===== config.mk =====
export PLATFORM = sky130hd
export DESIGN_NAME = multicycle_ctrl
export DESIGN_NICKNAME = d
export VERILOG_FILES = /design/src/rtl/multicycle_ctrl.sv
export SDC_FILE = /design/constraint.sdc
export NUM_CORES = 1
export LEC_CHECK = 0
export CAP_MARGIN = 10
export CORE_MARGIN = 2
export CORE_UTILIZATION = 39
export CTS_CLUSTER_SIZE = 14
export DETAILED_ROUTE_END_ITERATION = 16
export PLACE_DENSITY_LB_ADDON = 0.08
export SLEW_MARGIN = 20
export SYNTH_ARGS = -nofsm -noshare
export SYNTH_HDL_FRONTEND = slang
export SYNTH_SLANG_ARGS = --single-unit

===== constraint.sdc =====
create_clock -name clk -period 5.68 [get_ports clk]
set_clock_uncertainty 0.2 [all_clocks]
set_input_delay 0.568 -clock clk [delete_from_list [all_inputs] [get_ports clk]]
set_output_delay 0.568 -clock clk [all_outputs]
set_load 0.01 [all_outputs]

===== src/rtl/multicycle_ctrl.sv =====
// Main control FSM for the multi-cycle RV32I core: sequences fetch, decode,
// execute, memory and writeback, and supervises memory waits with a timeout.
// Optional feature: define MCTRL_PERF_CNT_EN to build the cycles/instret
// performance counters; otherwise both outputs are tied to zero.
module multicycle_ctrl #(
  parameter int unsigned MEM_TIMEOUT = 15,
  parameter int unsigned TO_W        = 8
) (
  input  logic        clk,
  input  logic        rst_n,
  input  logic [31:0] instr,
  input  logic        zero,
  input  logic        mem_ready,
  output logic        mem_req,
  output logic        mem_we,
  output logic        adr_src,
  output logic        ir_write,
  output logic        pc_write,
  output logic [1:0]  alu_src_a,
  output logic [1:0]  alu_src_b,
  output logic [1:0]  alu_op,
  output logic [1:0]  result_src,
  output logic        reg_write,
  output logic [6:0]  imm_opcode,
  output logic        illegal,
  output logic        timeout,
  output logic [3:0]  state,
  output logic [31:0] instret,
  output logic [31:0] cycles
);

  localparam logic [6:0] OP_R      = 7'b0110011;
  localparam logic [6:0] OP_I      = 7'b0010011;
  localparam logic [6:0] OP_LOAD   = 7'b0000011;
  localparam logic [6:0] OP_STORE  = 7'b0100011;
  localparam logic [6:0] OP_BRANCH = 7'b1100011;

  typedef enum logic [3:0] {
    FETCH    = 4'd0,
    DECODE   = 4'd1,
    MEM_ADDR = 4'd2,
    MEM_RD   = 4'd3,
    MEM_WB   = 4'd4,
    MEM_WR   = 4'd5,
    EXEC_R   = 4'd6,
    EXEC_I   = 4'd7,
    ALU_WB   = 4'd8,
    BRANCH   = 4'd9,
    TRAP     = 4'd15
  } state_t;

  state_t          st_q;
  state_t          st_d;
  logic [TO_W-1:0] to_cnt;
  logic            stall;
  logic            expire;
  logic            set_ill;
  logic            set_to;
  logic [2:0]      funct3;
  logic            unused_instr;

  assign funct3       = instr[14:12];
  assign unused_instr = ^{instr[31:15], instr[11:7]};
  assign state        = st_q;

  // Next-state selection, wait supervision and sticky-flag set conditions
  always_comb begin
    st_d    = st_q;
    set_ill = 1'b0;
    set_to  = 1'b0;
    stall   = ((st_q == FETCH) || (st_q == MEM_RD) || (st_q == MEM_WR)) && !mem_ready;
    expire  = stall && (to_cnt == TO_W'(MEM_TIMEOUT - 1));
    case (st_q)
      FETCH, MEM_RD, MEM_WR: begin
        if (mem_ready) begin
          case (st_q)
            FETCH:   st_d = DECODE;
            MEM_RD:  st_d = MEM_WB;
            default: st_d = FETCH;
          endcase
        end else if (expire) begin
          st_d   = TRAP;
          set_to = 1'b1;
        end
      end
      DECODE: begin
        case (instr[6:0])
          OP_R:              st_d = EXEC_R;
          OP_I:              st_d = EXEC_I;
          OP_LOAD, OP_STORE: st_d = MEM_ADDR;
          OP_BRANCH: begin
            if (funct3[2:1] == 2'b00) begin
              st_d = BRANCH;
            end else begin
              st_d    = TRAP;
              set_ill = 1'b1;
            end
          end
          default: begin
            st_d    = TRAP;
            set_ill = 1'b1;
          end
        endcase
      end
      MEM_ADDR: st_d = (imm_opcode == OP_STORE) ? MEM_WR : MEM_RD;
      EXEC_R, EXEC_I: st_d = ALU_WB;
      ALU_WB, MEM_WB, BRANCH: st_d = FETCH;
      default: st_d = TRAP;
    endcase
  end

  // State, timeout counter, decoded opcode and sticky flags
  always_ff @(posedge clk) begin
    if (!rst_n) begin
      st_q       <= FETCH;
      to_cnt     <= '0;
      imm_opcode <= '0;
      illegal    <= 1'b0;
      timeout    <= 1'b0;
    end else begin
      st_q <= st_d;
      if (st_d != st_q) begin
        to_cnt <= '0;
      end else if (stall) begin
        to_cnt <= to_cnt + TO_W'(1);
      end
      if (st_q == DECODE) begin
        imm_opcode <= instr[6:0];
      end
      if (set_ill) begin
        illegal <= 1'b1;
      end
      if (set_to) begin
        timeout <= 1'b1;
      end
    end
  end

  // Moore control decode; strobes are held low while reset is asserted
  always_comb begin
    mem_req    = 1'b0;
    mem_we     = 1'b0;
    adr_src    = 1'b0;
    ir_write   = 1'b0;
    pc_write   = 1'b0;
    alu_src_a  = 2'b00;
    alu_src_b  = 2'b00;
    alu_op     = 2'b00;
    result_src = 2'b00;
    reg_write  = 1'b0;
    if (rst_n) begin
      case (st_q)
        FETCH: begin
          mem_req   = 1'b1;
          alu_src_b = 2'b10;
          ir_write  = mem_ready;
          pc_write  = mem_ready;
        end
        DECODE: begin
          alu_src_a = 2'b01;
          alu_src_b = 2'b01;
        end
        MEM_ADDR: begin
          alu_src_a = 2'b10;
          alu_src_b = 2'b01;
        end
        MEM_RD: begin
          mem_req = 1'b1;
          adr_src = 1'b1;
        end
        MEM_WB: begin
          reg_write  = 1'b1;
          result_src = 2'b01;
        end
        MEM_WR: begin
          mem_req = 1'b1;
          mem_we  = 1'b1;
          adr_src = 1'b1;
        end
        EXEC_R: begin
          alu_src_a = 2'b10;
          alu_op    = 2'b10;
        end
        EXEC_I: begin
          alu_src_a = 2'b10;
          alu_src_b = 2'b01;
          alu_op    = 2'b10;
        end
        ALU_WB: begin
          reg_write  = 1'b1;
          result_src = 2'b10;
        end
        BRANCH: begin
          alu_src_a  = 2'b10;
          alu_op     = 2'b01;
          result_src = 2'b10;
          pc_write   = ((funct3 == 3'b000) && zero) || ((funct3 == 3'b001) && !zero);
        end
        default: ;
      endcase
    end
  end

`ifdef MCTRL_PERF_CNT_EN
  logic retire;

  assign retire = (st_q == ALU_WB) || (st_q == MEM_WB) || (st_q == BRANCH) ||
                  ((st_q == MEM_WR) && mem_ready);

  // Performance counters: live cycles and retired instructions
  always_ff @(posedge clk) begin
    if (!rst_n) begin
      cycles  <= '0;
      instret <= '0;
    end else begin
      if (st_q != TRAP) begin
        cycles <= cycles + 32'd1;
      end
      if (retire) begin
        instret <= instret + 32'd1;
      end
    end
  end
`else
  assign cycles  = '0;
  assign instret = '0;
`endif

endmodule


Yosys cells after proc, flatten, opt, wreduce, memory -nomap -nowiden
Cells that the tools add are included.
- add/sub/neg operators: 1
- multipliers: 0
- divide/modulo/power cells: 0
- order comparisons: 0
- equality and inequality tests: 18
- shifts and indexed selects: 0
- mux-type cells: 33
- bitwise operators: 1
- reductions and logical operators: 23
- operators with widths (cell ; number):
    $eq A7 B6 Y1 const B ; 3
    $pmux W4 S5 ; 1
    $eq A4 B3 Y1 const B ; 4
    $mux W1 ; 16
    $pmux W2 S2 ; 4
    $pmux W4 S4 ; 1
    $reduce_or A2 Y1 ; 6
    $reduce_or A3 Y1 ; 3
    $add A8 B1 Y8 const B ; 1
    $eq A4 B2 Y1 const B ; 2
    $eq A4 B4 Y1 const B ; 2
    $eq A8 B4 Y1 const B ; 1
    $mux W2 ; 4
    $mux W4 ; 2
    $reduce_or A4 Y1 ; 2
    $eq A7 B2 Y1 const B ; 1
    $eq A7 B5 Y1 const B ; 1
    $eq A7 B7 Y1 const B ; 1
    $mux W3 ; 2
    $pmux W3 S2 ; 1
    $eq A4 B1 Y1 const B ; 1
    $logic_and A1 B1 Y1 ; 4
    $logic_not A4 Y1 ; 1
    $ne A4 B4 Y1 ; 1
    7 further kinds ; 11
- register bits: 21
- bits in latches: 0
- memory bits (writable): 0
- ROM bits: 0
- input bits: 36
- output and inout bits: 91
- word-level logic and storage cells: 81
- memories: 0

Logic depth before layout (Yosys ltp)
- word-level depth: 10
- gate-level depth with buffers: 8
- depth with buffers taken out: 7

Worst setup path after synthesis
No wires, ideal clock.
- path type: register -> output
- from: register st_q[1], in the netlist state[1]
- to: output pc_write
- data arrival time: 1.573 ns
- data required time: 4.912 ns
- setup slack: 3.339 ns
- cell stages (with the launch flop): 7
- buffers on the path: 2
- cells stage by stage: dfxtp_1 buf_2 buf_2 inv_1 and3_1 and2_1 a21o_1
- word-level cells in the longest chain between the ends: 3
- elaborated cells on any way between the ends: 4
- classes of those cells: 1 x eq/ne; 2 x mux; 1 x reduce/logical
- RTL lines (what ; RTL line ; RTL):
    start: declaration ; 52 ; state_t st_q;
    start signal: assignment ; 121 ; st_q <= st_d;
    $eq A4 B4 Y1 / $logic_not A4 Y1 (equally long branches) ; 152 ; case (st_q)
    $pmux W1 S2 * ; 152 ;
    $mux W1 * ; 151 ; if (rst_n) begin
    end: declaration ; 18 ; output logic pc_write,
Mark *: on every way between the ends. The rest lies on a longest branch, timed or not.

Worst setup path after layout
- from: input rst_n
- to: output pc_write
- word-level cells in the longest chain between the ends: 1
- RTL lines (what ; RTL line ; RTL):
    start: declaration ; 10 ; input logic rst_n,
    $mux W1 ; 151 ;
No other way between the ends.

==> flow_summary_export.csv <==
group,metric,value,unit
synth,synth_fa_ha_area_share,1.29,%
synth,yosysSeqAreaShare,21.7,%
timing,setup_viol,0,
cts,cts_num_sinks,21,
synth,async_reset_ff_share,0,%
synth,synth_area,1930,µm²
synth,synthSimpleGateAreaFrac,24.7,%
cts,hold_buffers,0,
synth,synth-edff-count,0,
floorplanning,die_w,74.4,µm
global_routing,grt_pass1_wl,6420,µm
global_routing,busiest_layer,"met2",
run,max_cap_viol_count,0,
worst_setup_path,critPathMaxFanout,20,
timing,finalCritPeriodShare,61.1,%
synth,yosys-top-cells-area,"buf_4, dfxtp_1, nand2_1",
synth,synth_warnings,0,
power_and_ir_drop,peakVddDrop,0.252,mV
synth,syn_inst,246,
synth,synth_cell_types,50,
route,drt_iter0_drc,104,
timing,worst_pin_slew,0.936,ns
timing,rsz0062_at_grt,"false",
route,wl,3950,µm
worst_setup_path,timing.rr.start,"state[0]$_SDFF_PN0_",
global_routing,antenna_found_initial,0,
synth,synth_xor_area_share,4.92,%
worst_setup_path,worstSetupStartpointType,"primary input",
cts,cts_buffers,3,
route,wire_per_inst,11.4,µm
power_and_ir_drop,power.density,351,nW/µm²
worst_setup_path,crit_arrival,2.70,ns
finish,final_common_cell,"conb_1",
route,antenna_left,0,
placed_design,portBuffers,40,
worst_setup_path,crit_required,4.91,ns
worst_setup_path,startpoint,"rst_n",
route,via_count,1549,
synth,synth_top_family_by_area,"buffers and inverters",
global_routing,grt_usage,14.5,%
floorplanning,rows,25,
global_routing,grt_max_degree,26,
cts,cts_setup_buffers,0,
worst_hold_path,worstHoldStart,"imm_opcode[6]$_SDFFE_PN0P_",
placed_design,hpwl,2920,µm
cts,path_clk_slew,0.07,ns
cts,insertion_delay,0.25,ns
route,via_per_inst,4.48,
finish,diodes,0,
synth,synth_compound_area_share,18.1,%
timing,relSlewSlack,37.5,%
global_routing,grt_pass1_vias,1305,
synth,yosysTopAreaCellShare,24.9,%
finish,fin_area,2170,µm²
synth,syn_area_per_cell,7.86,µm²
finish,layout_common_cells,"conb_1, clkdlybuf4s50_1, nand2_1, dfxtp_1, nor2_1",
synth,ys_ff_latch,21,
worst_setup_path,endpoint_kind,"primary output",
finish,syn2layout_area_growth,12.3,%
cts,htree_levels,1,
cts,cts_tree,"done",
run_status,status,"complete, no violations",
floorplanning,core,4750,µm²
finish,final_nets,318,
worst_setup_path,worstSetupPathType,"in2out",
timing,setup-tns-final,0,ns
global_routing,gr-total-overflow,0,
finish,drive_above_1_share,5.38,%
timing,report.final.hold_viol_count,0,
global_routing,grtUsageMet1,20.6,%
cts,cts_buffer_depth,2,
timing,slew_viol_final,0,
floorplanning,start_util,40.7,%
cts,root_buffer,"clkbuf_8",
timing,min_period,3.47,ns
cts,cts.repair.resized,0,
synth,synth_mux_area_share,0,%
worst_hold_path,hp-class,"reg2reg",
route,dr.pass1.iters,4,
power_and_ir_drop,power_leakage,0.862,nW
placed_design,place_area,2130,µm²
timing,max_freq,288,MHz
floorplanning,dieArea,5540,µm²
synth,yosys.area.top_type,"buf_4",
floorplanning,ios,127,
global_routing,met3_usage,1.76,%
placed_design,routabilityCongestion,0.760,
route,drc,0,
global_routing,grtUsageMet2,23.3,%
synth,synth_ff_type,"dfxtp_1",
floorplanning,die_height,74.4,µm
cell usage after synthesis (2+ instances only):
library cell,n
a211oi_1,5
a21boi_0,7
a21oi_1,7
and2_1,3
and3_1,5
buf_2,5
buf_4,64
clkbuf_1,4
dfxtp_1,21
ha_1,2
inv_1,7
nand2_1,23
nand2b_1,4
nand3_1,2
nand4_1,3
nor2_1,19
nor2b_1,2
nor3_1,10
nor4b_4,2
o21a_1,9
o21ai_0,5
or4bb_1,2
xnor2_1,5
xor2_1,4
worst paths after layout:
| kind | depth (start not counted) | slack, ns | endpoint |
|---|---|---|---|
| max | 5 | 2.21 | pc_write |
| min | 2 | 0.28 | imm_opcode[6]$_SDFFE_PN0P_ |
| max reg2reg | 6 | 3.10 | to_cnt[3]$_SDFFE_PP0P_ |
| min reg2reg | 2 | 0.28 | imm_opcode[6]$_SDFFE_PN0P_ |
where the power goes:
part / switching [mW] / internal [mW]
Clock: 0.0474 / 0.0499
Sequential: 0.0622 / 0.176
Combinational: 0.221 / 0.206
flip-flops by register name (all words and copies together), names as in the netlist:
name,cells
illegal,1
imm_opcode,7
state,4
timeout,1
to_cnt,8
critical path, cell delays in order:
cell and delay [ns]:
clkdlybuf4s50_1 0.95, nand2_1 0.22, nor3_1 0.28, a21o_1 0.15
clkdlybuf4s50_1 0.53
cell type report:
class / instances / area (µm²)
tap: 67 / 83.8
fill: 529 / 2580
sequential: 21 / 420
multi-input combinational: 206 / 1190
inverter: 7 / 26.3
clock buffer: 4 / 45.0
timing repair buffer: 41 / 408
metrics by stage:
| stage | hold slack [ns] | power, mW | util (%) | setup slack (ns) | std cells |
|---|---|---|---|---|---|
| finish | 0.283 | 0.763 | 45.7 | 2.21 | 346 |
| detailed placement | 0.254 | 0.669 | 44.7 | 2.20 | 342 |
| global placement | 0.262 | 0.669 | 44.7 | 2.20 | 342 |
| global route | 0.318 | 0.825 | 45.7 | 2.06 | 346 |
| CTS | 0.285 | 0.771 | 45.7 | 2.20 | 346 |
| floorplan | 0.293 | 0.551 | - | 3.34 | 309 |
logic make-up (layout without fill, tap and decap cells):
logic type	after synthesis	count (layout)
compound gates	46	46
flops	21	21
other cells	1	64
xor+xnor	10	10
buf+inv	82	52
fa+ha+maj	2	2
simple gates	84	84
layer usage:
layer / routed length, µm / part of all wire, %
met4: 21 / 0.53
met1: 1840 / 47
met3: 282 / 7.1
met2: 1810 / 46
met5: 0 / 0
Note: power is estimated with default switching activity, not from simulation.
